--- config.mk ---
export PLATFORM = sky130hd
export DESIGN_NAME = ir_nec_transmit
export DESIGN_NICKNAME = d
export VERILOG_FILES = /design/src/rtl/ir_nec_pkg.sv /design/src/rtl/ir_carrier_gen.sv /design/src/rtl/ir_nec_transmit.sv
export SDC_FILE = /design/constraint.sdc
export NUM_CORES = 1
export LEC_CHECK = 0
export BUFFER_PORTS_ARGS = -buffer_cell sky130_fd_sc_hd__buf_2
export CAP_MARGIN = 20
export CORE_ASPECT_RATIO = 1.25
export CORE_MARGIN = 2
export CORE_UTILIZATION = 45
export CTS_CLUSTER_DIAMETER = 200
export DETAILED_ROUTE_END_ITERATION = 8
export PLACE_DENSITY = 0.76
export SYNTH_ARGS = -nofsm -noshare
export SYNTH_HDL_FRONTEND = slang
export SYNTH_SLANG_ARGS = --single-unit
--- constraint.sdc ---
create_clock -name master_clk -period 6.8 [get_ports master_clk]
set_clock_uncertainty 0.2 [all_clocks]
set_input_delay 0.68 -clock master_clk [delete_from_list [all_inputs] [get_ports master_clk]]
set_output_delay 0.68 -clock master_clk [all_outputs]
set_load 0.01 [all_outputs]
--- src/rtl/ir_nec_pkg.sv ---
// Shared state encoding and NEC unit-count constants for the IR transmitter.
package ir_nec_pkg;

  typedef enum logic [2:0] {
    IDLE,
    LEADER_MARK,
    LEADER_SPACE,
    BIT_MARK,
    BIT_SPACE,
    STOP_MARK,
    GAP,
    REP_SPACE
  } nec_state_e;

  localparam int LEADER_MARK_U  = 16;
  localparam int LEADER_SPACE_U = 8;
  localparam int ZERO_SPACE_U   = 1;
  localparam int ONE_SPACE_U    = 3;
  localparam int REP_SPACE_U    = 4;

  function automatic logic isMark(input nec_state_e state);
    return (state == LEADER_MARK) || (state == BIT_MARK) || (state == STOP_MARK);
  endfunction

endpackage

--- src/rtl/ir_carrier_gen.sv ---
// 38 kHz carrier for the NEC transmitter; phase restarts high on every envelope rising edge.
module ir_carrier_gen #(
  parameter int CARRIER_HALF = 658
) (
  input  logic master_clk,
  input  logic reset,
  input  logic envelope,
  output logic carrier_out
);

  localparam int CW = (CARRIER_HALF > 1) ? $clog2(CARRIER_HALF) : 1;

  logic [CW-1:0] r_cnt;
  logic          r_phase;
  logic          r_prevEnv;
  logic          w_rise;
  logic [CW-1:0] w_cnt;
  logic          w_phase;

  // On the first mark cycle the effective counter/phase are 0/high, so the mark starts with carrier high.
  assign w_rise      = envelope && !r_prevEnv;
  assign w_cnt       = w_rise ? '0 : r_cnt;
  assign w_phase     = w_rise ? 1'b1 : r_phase;
  assign carrier_out = w_phase;

  always_ff @(posedge master_clk) begin
    if (reset) begin
      r_cnt     <= '0;
      r_phase   <= 1'b0;
      r_prevEnv <= 1'b0;
    end else begin
      r_prevEnv <= envelope;
      if (w_cnt == CW'(CARRIER_HALF - 1)) begin
        r_cnt   <= '0;
        r_phase <= ~w_phase;
      end else begin
        r_cnt   <= w_cnt + CW'(1);
        r_phase <= w_phase;
      end
    end
  end

endmodule

--- src/rtl/ir_nec_transmit.sv ---
// NEC infrared transmitter: serialises a 32-bit word LSB-first into a modulated IR drive.
// Optional repeat-frame generation is enabled by defining IR_NEC_REPEAT_EN.
module ir_nec_transmit
  import ir_nec_pkg::*;
#(
  parameter int UNIT_CYCLES  = 28125,
  parameter int CARRIER_HALF = 658,
  parameter int GAP_UNITS    = 40
) (
  input  logic        master_clk,
  input  logic        reset,
  input  logic        send_valid,
  input  logic [31:0] send_data,
  output logic        send_ready,
  output logic        ir_envelope,
  output logic        ir_tx,
  output logic        frame_done
);

  localparam int CYCW  = (UNIT_CYCLES > 1) ? $clog2(UNIT_CYCLES) : 1;
  localparam int MAXU  = (GAP_UNITS > LEADER_MARK_U) ? GAP_UNITS : LEADER_MARK_U;
  localparam int UNITW = $clog2(MAXU + 1);

  nec_state_e       r_state;
  nec_state_e       w_nextState;
  logic [CYCW-1:0]  r_cycCnt;
  logic [UNITW-1:0] r_unitCnt;
  logic [UNITW-1:0] w_dur;
  logic [31:0]      r_shift;
  logic [4:0]       r_bitIdx;
  logic             w_accept;
  logic             w_stateEnd;
  logic             w_repeat;
  logic             w_carrier;

`ifdef IR_NEC_REPEAT_EN
  logic [31:0] r_lastWord;
  logic        r_repeat;
  assign w_repeat = r_repeat;
`else
  assign w_repeat = 1'b0;
`endif

  assign w_accept   = send_valid && (r_state == IDLE);
  assign w_stateEnd = (r_cycCnt == CYCW'(UNIT_CYCLES - 1)) && (r_unitCnt == w_dur - UNITW'(1));

  always_comb begin
    w_nextState = r_state;
    w_dur       = UNITW'(1);
    case (r_state)
      IDLE: begin
        if (w_accept) w_nextState = LEADER_MARK;
      end
      LEADER_MARK: begin
        w_dur = UNITW'(LEADER_MARK_U);
        if (w_stateEnd) w_nextState = w_repeat ? REP_SPACE : LEADER_SPACE;
      end
      LEADER_SPACE: begin
        w_dur = UNITW'(LEADER_SPACE_U);
        if (w_stateEnd) w_nextState = BIT_MARK;
      end
      BIT_MARK: begin
        if (w_stateEnd) w_nextState = BIT_SPACE;
      end
      BIT_SPACE: begin
        w_dur = r_shift[0] ? UNITW'(ONE_SPACE_U) : UNITW'(ZERO_SPACE_U);
        if (w_stateEnd) w_nextState = (r_bitIdx == 5'd31) ? STOP_MARK : BIT_MARK;
      end
      STOP_MARK: begin
        if (w_stateEnd) w_nextState = GAP;
      end
      GAP: begin
        w_dur = UNITW'(GAP_UNITS);
        if (w_stateEnd) begin
          w_nextState = IDLE;
`ifdef IR_NEC_REPEAT_EN
          if (send_valid && (send_data == r_lastWord)) w_nextState = LEADER_MARK;
`endif
        end
      end
      REP_SPACE: begin
        w_dur = UNITW'(REP_SPACE_U);
        if (w_stateEnd) w_nextState = STOP_MARK;
      end
      default: w_nextState = IDLE;
    endcase
  end

  // Timing counters restart at every state change, so durations are exact multiples of the unit.
  always_ff @(posedge master_clk) begin
    if (reset) begin
      r_state   <= IDLE;
      r_cycCnt  <= '0;
      r_unitCnt <= '0;
      r_shift   <= '0;
      r_bitIdx  <= '0;
    end else begin
      r_state <= w_nextState;
      if (w_stateEnd || (r_state == IDLE)) begin
        r_cycCnt  <= '0;
        r_unitCnt <= '0;
      end else if (r_cycCnt == CYCW'(UNIT_CYCLES - 1)) begin
        r_cycCnt  <= '0;
        r_unitCnt <= r_unitCnt + UNITW'(1);
      end else begin
        r_cycCnt <= r_cycCnt + CYCW'(1);
      end
      if (w_accept) begin
        r_shift  <= send_data;
        r_bitIdx <= '0;
      end else if ((r_state == BIT_SPACE) && w_stateEnd) begin
        r_shift  <= r_shift >> 1;
        r_bitIdx <= r_bitIdx + 5'd1;
      end
    end
  end

`ifdef IR_NEC_REPEAT_EN
  always_ff @(posedge master_clk) begin
    if (reset) begin
      r_lastWord <= '0;
      r_repeat   <= 1'b0;
    end else if (w_accept) begin
      r_lastWord <= send_data;
      r_repeat   <= 1'b0;
    end else if ((r_state == GAP) && w_stateEnd) begin
      r_repeat <= (w_nextState == LEADER_MARK);
    end
  end
`endif

  ir_carrier_gen #(
    .CARRIER_HALF(CARRIER_HALF)
  ) u_carrier (
    .master_clk (master_clk),
    .reset      (reset),
    .envelope   (ir_envelope),
    .carrier_out(w_carrier)
  );

  assign send_ready  = (r_state == IDLE);
  assign ir_envelope = isMark(r_state);
  assign ir_tx       = ir_envelope && w_carrier;
  assign frame_done  = (r_state == STOP_MARK) && w_stateEnd;

endmodule

==> results of run 1 <==
[cell usage in the layout, fill, tap and decap left out, drive strengths merged, types with 3 or more instances in the layout]
master and n:
nand3 18, xnor2 9, nor2 70, or3 5, nor4 3, inv 10, ha 8, nand2 18
xor2 20, and4 3, clkinv 3, or4 3, dfxtp 73, nand4 5, buf 44, clkbuf 12
a31oi 32, a211oi 29, and2 5, nand2b 3, a21oi 11, o21ai 37, mux2i 3, nor3b 3
and3 4
[per-layer routing]
layer | part of all wire [%] | GRT usage [%]
met5 | 0 | 0
met4 | 2.4 | 9.10
met3 | 3.7 | 4.46
met2 | 48 | 29.7
met1 | 46 | 21.0
[cell type report]
cell class	instances	area [µm²]	area share, %
multi-input cells	314	1930	48.1
inverters	10	37.5	0.935
repair buffers	44	270	6.73
well taps	95	119	2.96
flip-flops and latches	73	1460	36.4
clock buffers	12	145	3.61
clock inverters	4	52.6	1.31
[flip-flops by register name, indices dropped and copies added (netlist names)]
name	flops
r_bitIdx	5
r_cycCnt	15
r_shift	32
r_state	3
r_unitCnt	6
u_carrier.r_cnt	10
u_carrier.r_phase	1
u_carrier.r_prevEnv	1
[kinds of logic (layout without fill, tap and decap cells)]
kind of cell | Yosys count | count (layout) | share of synthesized area, %
AO/OA/AOI/OAI | 120 | 120 | 21.1
XOR/XNOR | 29 | 29 | 7.09
multiplexers | 4 | 4 | 1.15
flip-flops | 73 | 73 | 40.8
buffers and inverters | 47 | 70 | 5.49
AND/OR/NAND/NOR | 153 | 153 | 21.6
adder cells (fa/ha/maj) | 8 | 8 | 2.80
[critical path, cell delays in order (launching register included)]
cell	delay [ps]
dfxtp_1	670
and2_1	210
buf_4	330
nand2_1	110
ha_1	230
xnor2_1	250
mux2i_1	230
a32oi_1	150
nor4_2	260
and4b_1	240
buf_2	140
[power groups by stage]
stage	sequential (W)	combinational [W]	clock (W)
global route	0.000462	0.0000990	0.000370
detailed placement	0.000469	0.0000858	0
finish	0.000460	0.0000870	0.000340
CTS	0.000460	0.0000863	0.000352
global placement	0.000469	0.0000836	0
floorplan	0.000464	0.0000656	0
[synthesized netlist by cell type (7+ instances only)]
cell	number
a211oi_1	29
a21oi_1	11
a31oi_1	32
buf_2	7
clkbuf_1	28
dfxtp_1	73
ha_1	8
inv_1	10
nand2_1	18
nand3_1	18
nor2_1	70
o21ai_0	37
xnor2_1	9
xor2_1	20
[stage by stage]
stage	cell area [µm²]	hold slack (ps)	setup slack, ps	utilization (%)
6_report	4020	283	2730	51.8
3_3_place_gp	3760	259	2750	48.5
2_1_floorplan	3580	248	2880	-
5_1_grt	4020	313	2470	51.8
3_5_place_dp	3760	270	2600	48.5
4_1_cts	3960	281	2560	51.1
[worst max path at each step]
stage / from / end / slack, ps / cells past startpoint
global route: r_state[2]$_SDFFE_PP0P_ / frame_done / 2470 / 10
CTS: r_state[2]$_SDFFE_PP0P_ / r_bitIdx[3]$_SDFFE_PP0P_ / 2560 / 10
floorplan: r_state[1]$_SDFFE_PP0P_ / frame_done / 2880 / 15
detailed placement: r_state[2]$_SDFFE_PP0P_ / r_bitIdx[3]$_SDFFE_PP0P_ / 2600 / 10
global placement: r_state[2]$_SDFFE_PP0P_ / r_bitIdx[3]$_SDFFE_PP0P_ / 2750 / 10
finish: r_state[2]$_SDFFE_PP0P_ / frame_done / 2730 / 10
==> results_dict.tcl, run 1 <==
set metrics [dict create \
    outcome "finished, final reports clean" \
    powerDensity_nw_per_um2 221 \
    die-area_um2 8690 \
    dp_hpwl_mm 4.79 \
    slew_headroom_pct 37.7 \
    post_cts_buffers 0 \
    syn_area_um2 3580 \
    period_minus_slack_ps 4070 \
    ant_nets 0 \
    required_ps 5920 \
    tightest_slew_ps 926 \
    syn_nets 477 \
    regToRegEndpoint "r_bitIdx[3]$_SDFFE_PP0P_" \
    routedWlPerCell_um 13.8 \
    drive_gt1_share_pct 13.8 \
    slew_viol_final 0 \
    numCtsBuffers 9 \
    grt-ovfl-total 0 \
    crit-reg2reg-launch "r_state[2]$_SDFFE_PP0P_" \
    ys_ff_latch 73 \
    drtIter0Drc 132 \
    clockBufferDepth 2 \
    synth_ff_type "dfxtp_1" \
    r2r_cells 11 \
    num-fill-cells 721 \
    maxCapViolations 0 \
    fin_nets 495 \
    globalplace.congestion 0.803 \
    dp_cells 533 \
    io-pin-count 39 \
    finalHoldViolations 0 \
    rows 36 \
    syn_inst 434 \
    r2r_slack_ps 2880 \
    vias 3190 \
    grt_pass1_wl_mm 12.9 \
    grt_max_degree 44 \
    antenna_cells 0 \
    cts_hold_buf 0 \
    hold_class "flip-flop to flip-flop" \
    syn_area_per_cell_um2 8.25 \
    setup_viol 0 \
    wl_mm 7.59 \
    p_total_w 0.000888 \
    start_util_pct 46.2 \
    cts_tree "done" \
    grt_setup_unrepaired "no" \
    dr.pass1.iters 4 \
    timing.final.crit_share_pct 59.8 \
    synth_area_leaders "dfxtp_1, nor2_1, a211oi_1" \
    pwr-share-clk_pct 38.4 \
    seqPwrFrac_pct 51.8 \
    critPathLaunchType "flip-flop" \
    intPower_w 0.000666 \
    cts_resized 0 \
    leakagePower_nw 1.44 \
    synth.distinct_cells 47 \
    antenna_found_initial 0 \
    clock.fmax_ghz 0.246 \
    cts_root_buf "clkbuf_8" \
    cp-end-kind "output port" \
    sw_frac_of_total_pct 24.9 \
    fin_tns_setup_ps 0 \
    yosysTopAreaCell "dfxtp_1" \
    async_flop_share_pct 0 \
    grt_pass1_vias 2921 \
    peakVddDrop_v 0.000132 \
    grt_use_total_pct 17.8 \
    power.switching_w 0.000221 \
    yosysWarnings 0 \
    finalNonFillerCells 552 \
    min_path_cells 2 \
    area_delta_synth_final_pct 12.1 \
    io_buffers 38 \
    synth.yosys.seq_area_share_pct 40.8 \
    crit_fanout 35 \
    hold_end "r_bitIdx[3]$_SDFFE_PP0P_" \
    via_per_inst 5.78 \
    critical_path_class "flip-flop to output port" \
    comb_power_share_pct 9.8 \
    cp.arrival_ps 3190 \
    h-tree-depth 3 \
    synth_edf_count 0 \
    die_h_um 104 \
    hp-start "r_bitIdx[3]$_SDFFE_PP0P_" \
    core_area_um2 7750 \
    die_w_um 83.8 \
    cts.sinks 73 \
    clkTransAtPathRegs_ps 80 \
    clkLatencyLatePin_ps 350 \
    route.detailed.drc 0 \
    synth.top_cell.area_share_pct 40.8 \
]
(Power assumes the default switching activity.)
==> inputs of run 2 (changes only) <==
--- a/config.mk
+++ b/config.mk
@@ -5,6 +5,7 @@
 export SDC_FILE = /design/constraint.sdc
 export NUM_CORES = 1
 export LEC_CHECK = 0
+export ABC_AREA = 1
 export BUFFER_PORTS_ARGS = -buffer_cell sky130_fd_sc_hd__buf_2
 export CAP_MARGIN = 20
 export CORE_ASPECT_RATIO = 1.25
@@ -12,7 +13,7 @@
 export CORE_UTILIZATION = 45
 export CTS_CLUSTER_DIAMETER = 200
 export DETAILED_ROUTE_END_ITERATION = 8
-export PLACE_DENSITY = 0.76
+export PLACE_DENSITY = 0.75
 export SYNTH_ARGS = -nofsm -noshare
 export SYNTH_HDL_FRONTEND = slang
 export SYNTH_SLANG_ARGS = --single-unit
==> constraint.sdc (replaced) <==
create_clock -name master_clk -period 4.05 [get_ports master_clk]
set_clock_uncertainty 0.2 [all_clocks]
set_input_delay 0.405 -clock master_clk [delete_from_list [all_inputs] [get_ports master_clk]]
set_output_delay 0.405 -clock master_clk [all_outputs]
set_load 0.01 [all_outputs]
==> run 2 against run 1 <==
Net effect:
- combinational power increased to 3.7 times the previous value
- critical endpoint unchanged
- sequential cell count stayed put
- worst hold slack worse by 180 ps
==> results_dict.tcl, run 2 <==
set metrics [dict create \
    grt_max_degree 48 \
    seqPwrFrac_pct 47.0 \
    intPower_w 0.00114 \
    critPathLaunchType "flip-flop" \
    tightest_slew_ps 585 \
    setup_viol 0 \
    synth_top_cells_by_count "nand2_1, dfxtp_1, nand3_1, nor2_1, inv_1" \
    synth_edf_count 0 \
    clkLatencyLatePin_ps 350 \
    pwr-share-clk_pct 33.2 \
    io_buffers 38 \
    sw_frac_of_total_pct 30.9 \
    reg_top3 "r_shift x32, r_cycCnt x15, u_carrier.r_cnt x10" \
    synth_area_leaders "dfxtp_1, nand2_1, a21oi_2" \
    slew_headroom_pct 60.9 \
    route.detailed.drc 0 \
    finalNonFillerCells 733 \
    core_area_um2 8750 \
    regToRegEndpoint "r_shift[18]$_SDFFE_PP0P_" \
    clock.fmax_ghz 0.292 \
    drive_gt1_share_pct 23.3 \
    cts_resized 0 \
    syn_area_per_cell_um2 7.06 \
    largest_register_ffs 32 \
    setup_slack_ps 624 \
    clockBufferDepth 2 \
    ys_ff_latch 73 \
    fin_tns_setup_ps 0 \
    regMostFlops "r_shift" \
    r2r_slack_ps 740 \
    cts_tree "done" \
    synth.yosys.seq_area_share_pct 35.7 \
    power.switching_w 0.000507 \
    yosysWarnings 0 \
    cts_root_buf "clkbuf_8" \
    h-tree-depth 3 \
    die_w_um 89.3 \
    cp.arrival_ps 2820 \
    synth_ff_type "dfxtp_1" \
    ant_nets 0 \
    peakVddDrop_v 0.000229 \
    via_per_inst 4.96 \
    powerDensity_nw_per_um2 367 \
    numCtsBuffers 9 \
    antenna_found_initial 0 \
    dr.pass1.iters 4 \
    outcome "finished, final reports clean" \
    crit-reg2reg-launch "r_state[2]$_SDFFE_PP0P_" \
    preCtsSetupSlack_ps 776 \
    synth.top_cell.area_share_pct 35.7 \
    rows 38 \
    min_path_cells 3 \
    hp-start "send_data[31]" \
    required_ps 3440 \
    slew_viol_final 0 \
    grt_use_total_pct 18.1 \
    grt_pass1_wl_mm 14.7 \
    globalplace.congestion 0.804 \
    syn_inst 580 \
    die_h_um 111 \
    antenna_cells 0 \
    critical_path_class "flip-flop to output port" \
    area_delta_synth_final_pct 9.38 \
    post_cts_buffers 0 \
    comb_power_share_pct 19.8 \
    die-area_um2 9890 \
    grt-ovfl-total 0 \
    dp_hpwl_mm 5.85 \
    crit_fanout 10 \
    async_flop_share_pct 0 \
    cp-end-kind "output port" \
    layout_common_cells "nand2_1, dfxtp_1, nand3_1" \
    syn_area_um2 4100 \
    num-fill-cells 889 \
    syn_nets 623 \
    yosysMostFrequentCell "nand2_1" \
    r2r_cells 13 \
    period_minus_slack_ps 3430 \
    timing.final.crit_share_pct 84.6 \
    dp_cells 717 \
    grt_setup_unrepaired "no" \
    grt_pass1_vias 3618 \
    start_util_pct 46.8 \
    area.sequential_um2 1460 \
    clkTransAtPathRegs_ps 70 \
    io-pin-count 39 \
    vias 3633 \
    synth.distinct_cells 35 \
    routedWlPerCell_um 11.1 \
    drtIter0Drc 113 \
    maxCapViolations 0 \
    yosysTopAreaCell "dfxtp_1" \
    fin_nets 651 \
    cts_hold_buf 0 \
    hold_class "input pin to flip-flop" \
    multi_input_area_um2 2300 \
    leakagePower_nw 1.79 \
    finalHoldViolations 0 \
    cts.sinks 73 \
    wl_mm 8.13 \
    final_common_cell "nand2_1" \
    hold_end "r_shift[31]$_SDFFE_PP0P_" \
]
[run 2: cell count changes after synthesis, sizes merged, moves of 7 or more]
cell / delta
xor2: -10
nand2: +195
inv: +33
o21ai: -34
nand3: +42
a211oi: -29
a31oi: -32
nand4: +8
nor2: -22
or2: +7
xnor2: -7
clkbuf: -19
a21oi: +43
[run 2: area by class of cell]
class,count,area share (%)
multi-input cells,439,51.4
flip-flops and latches,73,32.6
repair buffers,41,4.75
inverters,44,3.71
well taps,120,3.35
clock buffers,10,2.85
clock inverters,6,1.31
[run 2: routing by layer]
metal	track usage, %	up-vias	part of all wire (%)
met5	0	-	0
met4	6.77	0	2.1
met3	4.84	14	3.7
met2	30.4	55	49
met1	21.5	1640	45
li1	-	1924	-
[run 2: cells by family (layout without fill, tap and decap cells)]
| logic type | after synthesis | count (layout) | synth area share, % |
|---|---|---|---|
| fa+ha+maj | 8 | 8 | 2.44 |
| buf+inv | 68 | 101 | 8.15 |
| simple gates | 358 | 358 | 40.6 |
| compound gates | 61 | 61 | 10.6 |
| xor+xnor | 12 | 12 | 2.57 |
| flops | 73 | 73 | 35.7 |
[run 2: worst max-delay path by stage]
stage / depth (start not counted) / startpoint / end
finish: 10 / r_state[2]$_SDFFE_PP0P_ / frame_done
global route: 10 / r_state[2]$_SDFFE_PP0P_ / frame_done
CTS: 10 / r_state[2]$_SDFFE_PP0P_ / frame_done
detailed placement: 13 / r_state[2]$_SDFFE_PP0P_ / r_shift[0]$_SDFFE_PP0P_
global placement: 13 / r_state[2]$_SDFFE_PP0P_ / r_shift[0]$_SDFFE_PP0P_
floorplan: 16 / r_state[1]$_SDFFE_PP0P_ / r_shift[21]$_SDFFE_PP0P_
[run 2: critical path, cell delays in order (launching register included)]
cell and delay [ps]:
dfxtp_1 540, clkinv_2 200, nor2_1 470, nand2_1 110
ha_1 320, xor2_1 220, nand3_1 100, nor3_1 180
nand2_1 80, nor2_1 100, buf_2 150
[run 2: power groups by stage]
stage | combinational [W] | sequential (W) | clock [W]
after floorplan | 0.000290 | 0.000779 | 0
after global placement | 0.000321 | 0.000786 | 0
after detailed placement | 0.000329 | 0.000787 | 0
after CTS | 0.000330 | 0.000771 | 0.000565
after global routing | 0.000372 | 0.000775 | 0.000593
final | 0.000326 | 0.000771 | 0.000545
[run 2: through the flow]
| stage | cell area (µm²) | hold slack, ps | power (W) | utilization, % |
|---|---|---|---|---|
| global placement | 4290 | 230 | 0.00111 | 49.1 |
| finish | 4480 | 105 | 0.00164 | 51.2 |
| floorplan | 4100 | 217 | 0.00107 | - |
| global route | 4480 | 102 | 0.00174 | 51.2 |
| CTS | 4480 | 91.5 | 0.00167 | 51.2 |
| detailed placement | 4290 | 252 | 0.00112 | 49.1 |
==> inputs of run 3 (changes only) <==
==> constraint.sdc (replaced) <==
create_clock -name master_clk -period 3.2 [get_ports master_clk]
set_clock_uncertainty 0.2 [all_clocks]
set_input_delay 0.32 -clock master_clk [delete_from_list [all_inputs] [get_ports master_clk]]
set_output_delay 0.32 -clock master_clk [all_outputs]
set_load 0.01 [all_outputs]
==> run 3 against run 2 <==
Net effect:
- combinational power rose by 29%
- wire length is 3.3% higher
- clock power increased by 43%
- first-iteration DRC count increased by 42%
- die area stayed put
- power is 32% higher
- design area is 1.1% higher
- clock-buffer cell count is the same
- largest cell class unchanged
- via count up 1.0%
- core utilization increased by 0.56 points
- non-clock buffer count up 3
- sequential share of layout area shrank 0.35 points
==> results_dict.tcl, run 3 (same netlist as run 2, synthesis figures left out) <==
set metrics [dict create \
    slew_headroom_pct 60.0 \
    drtIter0Drc 161 \
    grt_max_degree 35 \
    grt_use_total_pct 18.5 \
    start_util_pct 46.8 \
    hp-start "send_data[12]" \
    globalplace.congestion 0.866 \
    grt-ovfl-total 0 \
    cts_tree "done" \
    tightest_slew_ps 598 \
    crit-reg2reg-launch "r_state[2]$_SDFFE_PP0P_" \
    core_area_um2 8750 \
    clock.fmax_ghz 0.328 \
    routedWlPerCell_um 11.4 \
    ant_nets 0 \
    r2r_cells 13 \
    final_common_cell "nand2_1" \
    setup_viol 0 \
    hold_end "r_shift[12]$_SDFFE_PP0P_" \
    maxCapViolations 0 \
    powerDensity_nw_per_um2 480 \
    dp_hpwl_mm 5.96 \
    leakagePower_nw 1.81 \
    numCtsBuffers 9 \
    cp.arrival_ps 2530 \
    die_w_um 89.3 \
    grt_pass1_vias 3589 \
    wl_mm 8.40 \
    clkLatencyLatePin_ps 370 \
    r2r_slack_ps 250 \
    regToRegEndpoint "r_shift[19]$_SDFFE_PP0P_" \
    layout_common_cells "nand2_1, dfxtp_1, nand3_1" \
    grt_setup_unrepaired "no" \
    via_per_inst 4.99 \
    critPathLaunchType "flip-flop" \
    crit_fanout 10 \
    io_buffers 38 \
    fin_area_um2 4530 \
    min_path_cells 5 \
    hold_class "input pin to flip-flop" \
    fin_nets 654 \
    vias 3671 \
    grt_pass1_wl_mm 14.9 \
    largest_register_ffs 32 \
    finalHoldViolations 0 \
    slew_viol_final 0 \
    antenna_found_initial 0 \
    fin_tns_setup_ps 0 \
    rows 38 \
    io-pin-count 39 \
    die-area_um2 9890 \
    drive_gt1_share_pct 23.5 \
    reg_top3 "r_shift x32, r_cycCnt x15, u_carrier.r_cnt x10" \
    num-fill-cells 878 \
    area.sequential_um2 1460 \
    peakVddDrop_v 0.000256 \
    h-tree-depth 3 \
    postPlaceCellArea_um2 4310 \
    cts.sinks 73 \
    required_ps 2680 \
    multi_input_area_um2 2300 \
    die_h_um 111 \
    regMostFlops "r_shift" \
    cts_root_buf "clkbuf_8" \
    timing.final.crit_share_pct 95.2 \
    critical_path_class "flip-flop to output port" \
    outcome "finished, final reports clean" \
    antenna_cells 0 \
    dr.pass1.iters 4 \
    route.detailed.drc 0 \
    post_cts_buffers 0 \
    cp-end-kind "output port" \
    area_delta_synth_final_pct 10.6 \
    period_minus_slack_ps 3050 \
    clockBufferDepth 2 \
    clkTransAtPathRegs_ps 80 \
]
[run 3: critical path, cell delays in order, from the launching register on]
cell and delay [ps]:
dfxtp_1 540, clkinv_2 200, nor2_1 180, nand2_1 70, ha_1 280, xor2_1 230
nand3_1 110, nor3_1 210, nand2_1 70, nor2_1 110, buf_2 150
[run 3: how the worst max path moves through the flow]
stage	to	startpoint	cells after the start
2_1_floorplan	r_shift[21]$_SDFFE_PP0P_	r_state[1]$_SDFFE_PP0P_	16
3_3_place_gp	r_shift[0]$_SDFFE_PP0P_	r_state[2]$_SDFFE_PP0P_	13
3_5_place_dp	r_shift[0]$_SDFFE_PP0P_	r_state[2]$_SDFFE_PP0P_	13
4_1_cts	frame_done	r_state[2]$_SDFFE_PP0P_	10
5_1_grt	r_shift[18]$_SDFFE_PP0P_	r_state[2]$_SDFFE_PP0P_	13
6_report	frame_done	r_state[2]$_SDFFE_PP0P_	10
[run 3: cell type report]
type	count	area share (%)
multi-input cells	439	50.9
flip-flops and latches	73	32.3
repair buffers	44	5.25
inverters	44	3.67
well taps	120	3.31
clock buffers	10	2.82
clock inverters	6	1.82
[run 3: repair_timing]
item                       4_1_cts  5_1_grt
gates resized for setup          0        0
hold endpoints to repair         1        0
hold buffers                     1        0
setup endpoints to repair        0        0
[run 3: where the power goes]
part	leakage (nW)	total, W	internal [W]	switching (W)
Sequential	0.591	0.000976	0.000948	0.0000285
Clock	0.106	0.000781	0.000435	0.000346
Combinational	1.11	0.000419	0.000137	0.000282
[run 3: per-stage QoR]
step,total power (W),worst slack [ps],utilization [%],hold slack [ps],std cells
floorplan,0.00135,439,-,217,580
global placement,0.00141,342,49.3,230,719
detailed placement,0.00142,249,49.3,253,719
CTS,0.00220,133,51.8,75.1,736
global route,0.00230,16.1,51.8,87.5,736
finish,0.00218,155,51.8,86.9,736
[run 3: per-layer routing]
| layer | wire length (µm) | GRT usage [%] |
|---|---|---|
| met5 | 0 | 0 |
| met4 | 176 | 7.06 |
| met3 | 332 | 5.51 |
| met2 | 4090 | 30.7 |
| met1 | 3800 | 21.8 |
